**config.mk**
```make
export PLATFORM = sky130hd
export DESIGN_NAME = rotate_frame_scanner
export DESIGN_NICKNAME = d
export VERILOG_FILES = /design/src/rtl/rotate_frame_scanner_pkg.sv /design/src/rtl/rotate_frame_scanner_raster_counter.sv /design/src/rtl/rotate_frame_scanner.sv
export SDC_FILE = /design/constraint.sdc
export NUM_CORES = 1
export LEC_CHECK = 0
export CAP_MARGIN = 20
export CORE_MARGIN = 5
export CORE_UTILIZATION = 45
export CTS_BUF_LIST = sky130_fd_sc_hd__clkbuf_8
export DETAILED_ROUTE_END_ITERATION = 16
export PLACE_DENSITY_LB_ADDON = 0.3
export SLEW_MARGIN = 20
export SYNTH_ARGS = -nofsm -noshare
export SYNTH_HDL_FRONTEND = slang
export SYNTH_SLANG_ARGS = --single-unit
```
**constraint.sdc**
```tcl
create_clock -name i_clk -period 2.5 [get_ports i_clk]
set_clock_uncertainty 0.05 [all_clocks]
set_input_delay 0.625 -clock i_clk [delete_from_list [all_inputs] [get_ports i_clk]]
set_output_delay 0.625 -clock i_clk [all_outputs]
set_load 0.01 [all_outputs]
```
**src/rtl/rotate_frame_scanner_pkg.sv**
```systemverilog
// rtl/rotate_frame_scanner_pkg.sv - shared image constants and scanner state encoding
package sram_pkg;
  localparam int IMAGE_SIZE       = 4;
  localparam int IMAGE_COOR_WIDTH = 2;
  localparam int IMAGE_ADDR_WIDTH = 4;
  localparam int PIXEL_WIDTH      = 8;
  localparam logic [PIXEL_WIDTH-1:0] BACKGROUND_PIXEL = 8'hA5;

  // Row-major source address, wrapping inside IMAGE_ADDR_WIDTH bits.
  function automatic logic [IMAGE_ADDR_WIDTH-1:0] pixel_addr(
    input logic [IMAGE_COOR_WIDTH-1:0] h,
    input logic [IMAGE_COOR_WIDTH-1:0] v
  );
    return IMAGE_ADDR_WIDTH'(IMAGE_ADDR_WIDTH'(v) * IMAGE_ADDR_WIDTH'(IMAGE_SIZE))
         + IMAGE_ADDR_WIDTH'(h);
  endfunction
endpackage

package object_pkg;
  typedef enum logic [2:0] {
    IDLE,
    LAUNCH,
    WAIT_ROT,
    READ,
    WAIT_READ,
    EMIT
  } scan_state_t;
endpackage

```
**src/rtl/rotate_frame_scanner_raster_counter.sv**
```systemverilog
// rtl/rotate_frame_scanner_raster_counter.sv - raster-order H/V destination counters
module raster_counter
  import sram_pkg::*;
(
  input  logic                        i_clk,
  input  logic                        i_rst,
  input  logic                        i_clear,
  input  logic                        i_advance,
  output logic [IMAGE_COOR_WIDTH-1:0] o_h,
  output logic [IMAGE_COOR_WIDTH-1:0] o_v,
  output logic                        o_last
);
  localparam logic [IMAGE_COOR_WIDTH-1:0] COOR_MAX = IMAGE_COOR_WIDTH'(IMAGE_SIZE - 1);

  logic [IMAGE_COOR_WIDTH-1:0] h_q, h_d;
  logic [IMAGE_COOR_WIDTH-1:0] v_q, v_d;

  always_comb begin
    h_d = h_q;
    v_d = v_q;
    if (i_clear) begin
      h_d = '0;
      v_d = '0;
    end else if (i_advance) begin
      if (h_q == COOR_MAX) begin
        h_d = '0;
        v_d = (v_q == COOR_MAX) ? '0 : v_q + 1'b1;
      end else begin
        h_d = h_q + 1'b1;
      end
    end
  end

  always_ff @(posedge i_clk) begin
    if (i_rst) begin
      h_q <= '0;
      v_q <= '0;
    end else begin
      h_q <= h_d;
      v_q <= v_d;
    end
  end

  assign o_h    = h_q;
  assign o_v    = v_q;
  assign o_last = (h_q == COOR_MAX) && (v_q == COOR_MAX);
endmodule

```
**src/rtl/rotate_frame_scanner.sv**
```systemverilog
// rtl/rotate_frame_scanner.sv - per-pixel rotation request, SRAM fetch and pixel stream emit
module rotate_frame_scanner
  import sram_pkg::*;
  import object_pkg::*;
#(
  parameter int ANG_WIDTH    = 9,
  parameter int READ_LATENCY = 1
) (
  input  logic                        i_clk,
  input  logic                        i_rst,
  input  logic                        i_start,
  input  logic signed [ANG_WIDTH-1:0] i_angle,
  output logic                        o_busy,
  output logic                        o_done,
  output logic                        o_rot_start,
  output logic [IMAGE_COOR_WIDTH-1:0] o_rot_H,
  output logic [IMAGE_COOR_WIDTH-1:0] o_rot_V,
  output logic signed [ANG_WIDTH-1:0] o_rot_angle,
  input  logic [IMAGE_COOR_WIDTH-1:0] i_rot_H,
  input  logic [IMAGE_COOR_WIDTH-1:0] i_rot_V,
  input  logic                        i_rot_outOfRange,
  input  logic                        i_rot_valid,
  output logic                        o_sram_rd,
  output logic [IMAGE_ADDR_WIDTH-1:0] o_sram_addr,
  input  logic [PIXEL_WIDTH-1:0]      i_sram_rdata,
  output logic                        o_pix_valid,
  output logic [IMAGE_COOR_WIDTH-1:0] o_pix_H,
  output logic [IMAGE_COOR_WIDTH-1:0] o_pix_V,
  output logic [PIXEL_WIDTH-1:0]      o_pix_data,
  input  logic                        i_pix_ready
);
  localparam int LAT_W = (READ_LATENCY > 1) ? $clog2(READ_LATENCY) : 1;
  localparam logic [LAT_W-1:0] LAT_LAST = LAT_W'(READ_LATENCY - 1);

  scan_state_t                  state_q;
  logic signed [ANG_WIDTH-1:0]  angle_q;
  logic [IMAGE_COOR_WIDTH-1:0]  rot_h_q;
  logic [IMAGE_COOR_WIDTH-1:0]  rot_v_q;
  logic [PIXEL_WIDTH-1:0]       pix_data_q;
  logic [LAT_W-1:0]             lat_cnt_q;
  logic                         busy_q;
  logic                         done_q;
  logic                         rot_start_q;
  logic                         sram_rd_q;
  logic                         pix_valid_q;

  logic                         cnt_clear;
  logic                         cnt_advance;
  logic                         cnt_last;
  logic [IMAGE_COOR_WIDTH-1:0]  cnt_h;
  logic [IMAGE_COOR_WIDTH-1:0]  cnt_v;

  assign cnt_clear   = (state_q == IDLE) && i_start;
  assign cnt_advance = (state_q == EMIT) && i_pix_ready;

  raster_counter u_raster (
    .i_clk     (i_clk),
    .i_rst     (i_rst),
    .i_clear   (cnt_clear),
    .i_advance (cnt_advance),
    .o_h       (cnt_h),
    .o_v       (cnt_v),
    .o_last    (cnt_last)
  );

  always_ff @(posedge i_clk) begin
    if (i_rst) begin
      state_q     <= IDLE;
      angle_q     <= '0;
      rot_h_q     <= '0;
      rot_v_q     <= '0;
      pix_data_q  <= '0;
      lat_cnt_q   <= '0;
      busy_q      <= 1'b0;
      done_q      <= 1'b0;
      rot_start_q <= 1'b0;
      sram_rd_q   <= 1'b0;
      pix_valid_q <= 1'b0;
    end else begin
      rot_start_q <= 1'b0;
      sram_rd_q   <= 1'b0;
      done_q      <= 1'b0;
      case (state_q)
        IDLE: begin
          if (i_start) begin
            angle_q     <= i_angle;
            busy_q      <= 1'b1;
            rot_start_q <= 1'b1;
            state_q     <= LAUNCH;
          end
        end
        LAUNCH: begin
          state_q <= WAIT_ROT;
        end
        WAIT_ROT: begin
          if (i_rot_valid) begin
            if (i_rot_outOfRange) begin
              pix_data_q  <= BACKGROUND_PIXEL;
              pix_valid_q <= 1'b1;
              state_q     <= EMIT;
            end else begin
              rot_h_q   <= i_rot_H;
              rot_v_q   <= i_rot_V;
              sram_rd_q <= 1'b1;
              state_q   <= READ;
            end
          end
        end
        READ: begin
          lat_cnt_q <= '0;
          state_q   <= WAIT_READ;
        end
        WAIT_READ: begin
          if (lat_cnt_q == LAT_LAST) begin
            pix_data_q  <= i_sram_rdata;
            pix_valid_q <= 1'b1;
            state_q     <= EMIT;
          end else begin
            lat_cnt_q <= lat_cnt_q + 1'b1;
          end
        end
        EMIT: begin
          if (i_pix_ready) begin
            pix_valid_q <= 1'b0;
            // The counter wraps to (0,0) on the final accept, ready for the next frame.
            if (cnt_last) begin
              done_q  <= 1'b1;
              busy_q  <= 1'b0;
              state_q <= IDLE;
            end else begin
              rot_start_q <= 1'b1;
              state_q     <= LAUNCH;
            end
          end
        end
        default: state_q <= IDLE;
      endcase
    end
  end

  assign o_busy      = busy_q;
  assign o_done      = done_q;
  assign o_rot_start = rot_start_q;
  assign o_rot_H     = cnt_h;
  assign o_rot_V     = cnt_v;
  assign o_rot_angle = angle_q;
  assign o_sram_rd   = sram_rd_q;
  assign o_sram_addr = pixel_addr(rot_h_q, rot_v_q);
  assign o_pix_valid = pix_valid_q;
  assign o_pix_H     = cnt_h;
  assign o_pix_V     = cnt_v;
  assign o_pix_data  = pix_data_q;
endmodule

```
== Word level (Yosys, flattened, before mapping) ==
Index checks and enable logic that the tools add are counted.
W data, S select, Z words.
Cells by class
  eq/ne operators: 13
  bitwise logic cells: 5
  reductions and logical operators: 18
  $add $sub $neg: 4
  multiplexer cells: 30
Operators with widths (number)
  $mux W8: 3
  $pmux W3 S6: 1
  $pmux W8 S2: 1
  $mux W3: 5
  $mux W1: 14
  $ne A2 B2 Y1 const B: 6
  $reduce_and A4 Y1: 3
  $eq A3 B2 Y1 const B: 2
  $eq A3 B3 Y1 const B: 2
  $pmux W1 S2: 3
  $reduce_bool A2 Y1: 3
  $reduce_or A3 Y1: 2
  $not A1 Y1: 5
  $reduce_and A5 Y1: 1
  $add A2 B1 Y2 const B: 2
  $add A4 B2 Y4: 1
  $eq A2 B2 Y1 const B: 2
  $mux W2: 2
  $reduce_and A2 Y1: 2
  $eq A3 B1 Y1 const B: 1
  $logic_and A1 B1 Y1: 3
  $logic_not A3 Y1: 1
  $pmux W1 S3: 1
  $reduce_and A3 Y1: 1
  other kinds (3): 3
Storage, ports and cells
  bits of input ports: 27
  flip-flop bits (word level): 34
  output and inout bits: 34
  logic and storage cells: 83

== Depth between registers and ports, before layout ==
  depth after elaboration: 5
  gate-level depth with buffers: 4
  gate-level depth less buffers: 4

== Modules after synthesis ==
From an unflattened synthesis, not the netlist that was laid out.
Unflattened totals
  cells, all modules: 155
  area total of the unflattened synthesis: 1405.1 µm²
By module, submodules not included
  rotate_frame_scanner: times used 1, sequential area each 580.6 µm², cells each 136, area an instance 1203.7 µm²
  raster_counter: times used 1, sequential area each 80.1 µm², cells each 19, area an instance 201.4 µm²

== Worst setup path after synthesis ==
OpenSTA, ideal clock, no wires.
  kind: input -> register
  start point: input i_start
  end point: register angle_q[0], in the netlist o_rot_angle[0]
  data arrival time: 1.465 ns
  buffers on the path: 1
  library setup time: 0.132 ns
  slack: 0.852 ns
  data required time: 2.318 ns
  stages: 4
  path through: or4b_2 -> buf_2 -> nand2_1 -> a21oi_1
Between the ends
  cells in the longest elaborated chain, start to end: 1
Ends and longest elaborated chain
  from (decl): line rotate_frame_scanner.sv:11  | input logic i_start,
  $reduce_and A2 Y1 (no line)
  to (signal assigned): line rotate_frame_scanner.sv:86  | angle_q <= i_angle;
  to (decl): line rotate_frame_scanner.sv:36  | logic signed [ANG_WIDTH-1:0] angle_q;
No other way between the ends.
A chain may end at the register's enable or synchronous reset.

== Final worst setup path ==
  start point: input i_start
  end point: register angle_q[6], in the netlist o_rot_angle[6]
Same word-level chain as after synthesis.

==> out/qor.yml <==
status: "completed"
avgSynthCellArea_um2: 9.40
hold_class: "reg2reg"
utilization_pct: 69.4
sw_frac_of_total_pct: 25.5
drtIter0Drc: 79
cts_resized: 0
grt_overflow: 0
r2r-end: "u_raster.o_v[0]"
grt_pass1_vias: 1298
grt_max_degree: 18
antenna_found_initial: 0
drt_pass1_iterations: 4
numCtsBuffers: 5
timing.final.crit_share_pct: 77.6
synth_area_leaders: "dfxtp_1 (47%), a21oi_1 (7.1%), nand2_1 (5.4%), nand3_1 (3.2%), o221a_2 (3.2%)"
viasPerCell: 5.19
clkPwrFrac_pct: 32.4
crit_path_cell_trace: "clkdlybuf4s50_1 -> or4b_2 -> nand2_1 -> a21oi_1"
die_h_um: 65.8
fmax_mhz: 515
postCtsHoldBufs: 0
initial_utilization_pct: 46.3
holdPathStages: 2
core_um2: 3030
synth.top_cell.area_share_pct: 47.1
cp_data_required_time_ps: 2610
cts_setup_buffers: 0
grt_setup_unrepaired: "false"
clk_pin_slew_worst_paths_ps: 60
final-hold-violation-count: 0
cts-htree-levels: 2
antenna_cells: 0
yosysMostFrequentCell: "dfxtp_1"
cp-start-kind: "input port"
setup_violations: 0
nNetsFinal: 236
tns_ps: 0
drt-total-wl_mm: 3.53
max-slew-margin-rel_pct: 53.6
slowest_delay_ps: 730
synthesis.nets: 178
cts_buffer_depth: 2
cts.sinks: 33
worst_pin_slew_ps: 694
pin_count: 61
p_leak_uw: 0.000760
io_buffer_count: 60
area_growth_pct: 49.9
placed_area_um2: 2010
dieArea_um2: 4330
pwr-share-comb_pct: 18.4
routedWlPerCell_um: 14.1
drc_errors: 0
slew_viol_final: 0
yosys_warnings: 0
design_area_um2: 2100
grt_usage_pct: 17.7
hold_path_startpoint: "o_rot_angle[5]"
r2r_slack_ps: 710
ys_ff_latch: 33
synthArstFlopShare_pct: 0
internal-power_uw: 904
peakVddDrop_mv: 0.302
cap_violations: 0
min_to: "o_rot_angle[5]"
synth-edff-count: 0
drive_above_1_share_pct: 11.6
synthCells: 149
timing.rr.start: "state_q[0]"
r2r_cells: 3
timing.hold.ws_ps: 407
mappedNetlistArea_um2: 1400
cts_tree: "yes"
dieWidth_um: 65.8
routabilityCongestion: 0.753
grt_pass1_wl_mm: 5.98
power_density_nw_per_um2: 578
end_kind: "register"
synth_flop_cell: "dfxtp_1"
crit_slowest_cell: "or4b_2"
worstPathMaxFanout: 9
cts_root_buf: "clkbuf_8"
ys_top_cells_by_count: "dfxtp_1 (33), a21oi_1 (20), nand2_1 (20)"
vias: 1303
cp_data_arrival_time_ps: 2050
synth_sequential_area_ratio_pct: 47.1
dp_hpwl_mm: 2.68
period_minus_slack_ps: 1940
clkLatencyLatePin_ps: 280
synth.distinct_cells: 37
yosysTopAreaCell: "dfxtp_1"
switching_power_uw: 310
critical_path_class: "in2reg"
rows: 20
ant_nets: 0
seqPwrFrac_pct: 49.2
-- placed cells by master, fill, tap and decap left out, types with 5 or more instances in the layout --
cell type        synthesis  final
a21oi_1                 20     20
clkbuf_8                 0      6
clkdlybuf4s50_1          0     60
dfxtp_1                 33     33
inv_1                    4      5
nand2_1                 20     20
nand3_1                  9      9
o21ai_0                  7      7
-- kinds of logic (layout without fill, tap and decap cells) --
| family | count (synthesis) | after routing | synth area share (%) |
|---|---|---|---|
| mux | 3 | 3 | 2.23 |
| buf+inv | 17 | 75 | 6.25 |
| compound gates | 45 | 45 | 21.0 |
| fa+ha+maj | 2 | 2 | 1.79 |
| flops | 33 | 33 | 47.1 |
| simple gates | 49 | 49 | 21.6 |
-- per-stage QoR --
step / setup slack [ps] / total power (uW) / std cells
floorplan: 852 / 713 / 149
global placement: 332 / 824 / 244
detailed placement: 273 / 834 / 244
CTS: 569 / 1230 / 251
global route: 493 / 1280 / 251
finish: 560 / 1210 / 251
-- power groups by stage --
stage / sequential (uW) / combinational, uW / clock, uW
floorplan: 605 / 108 / 0
global placement: 607 / 218 / 0
detailed placement: 609 / 225 / 0
CTS: 598 / 226 / 406
global route: 604 / 242 / 434
finish: 597 / 224 / 393
-- layout make-up --
type                       instances  area, um^2
clock inverter                     1        3.75
timing repair buffer              64         631
fill                             258         927
inverter                           4        15.0
tap                               44        55.1
clock buffer                       6        82.6
sequential                        33         661
multi-input combinational         99         653
-- per-layer routing --
metal / GRT usage (%) / share of wire (%)
met3: 7.31 / 8.2
met2: 28.9 / 48
met1: 21.2 / 43
met4: 4.92 / 0.76
met5: 0 / 0
-- registers in the layout (all words and copies together) (netlist names), 2 cells and up --
register / cells
o_pix_data: 8
o_rot_angle: 9
rot_h_q: 2
rot_v_q: 2
state_q: 3
u_raster.o_h: 2
u_raster.o_v: 2
-- critical path, delay by kind of cell --
kind / cells / cell delay, ps
AO/OA/AOI/OAI: 1 / 70
buffers and inverters: 1 / 490
AND/OR/NAND/NOR: 2 / 860
-- worst max path at each step --
| stage | start | endpoint | slack [ps] | depth (start not counted) |
|---|---|---|---|---|
| 4_1_cts | i_start | o_rot_angle[6] | 570 | 4 |
| 6_report | i_start | o_rot_angle[6] | 560 | 4 |
| 3_5_place_dp | i_start | o_rot_angle[6] | 270 | 4 |
| 2_1_floorplan | i_start | o_rot_angle[0] | 850 | 4 |
| 3_3_place_gp | i_start | o_rot_angle[0] | 330 | 4 |
| 5_1_grt | i_pix_ready | u_raster.o_v[0] | 490 | 4 |
(Power assumes the default switching activity.)
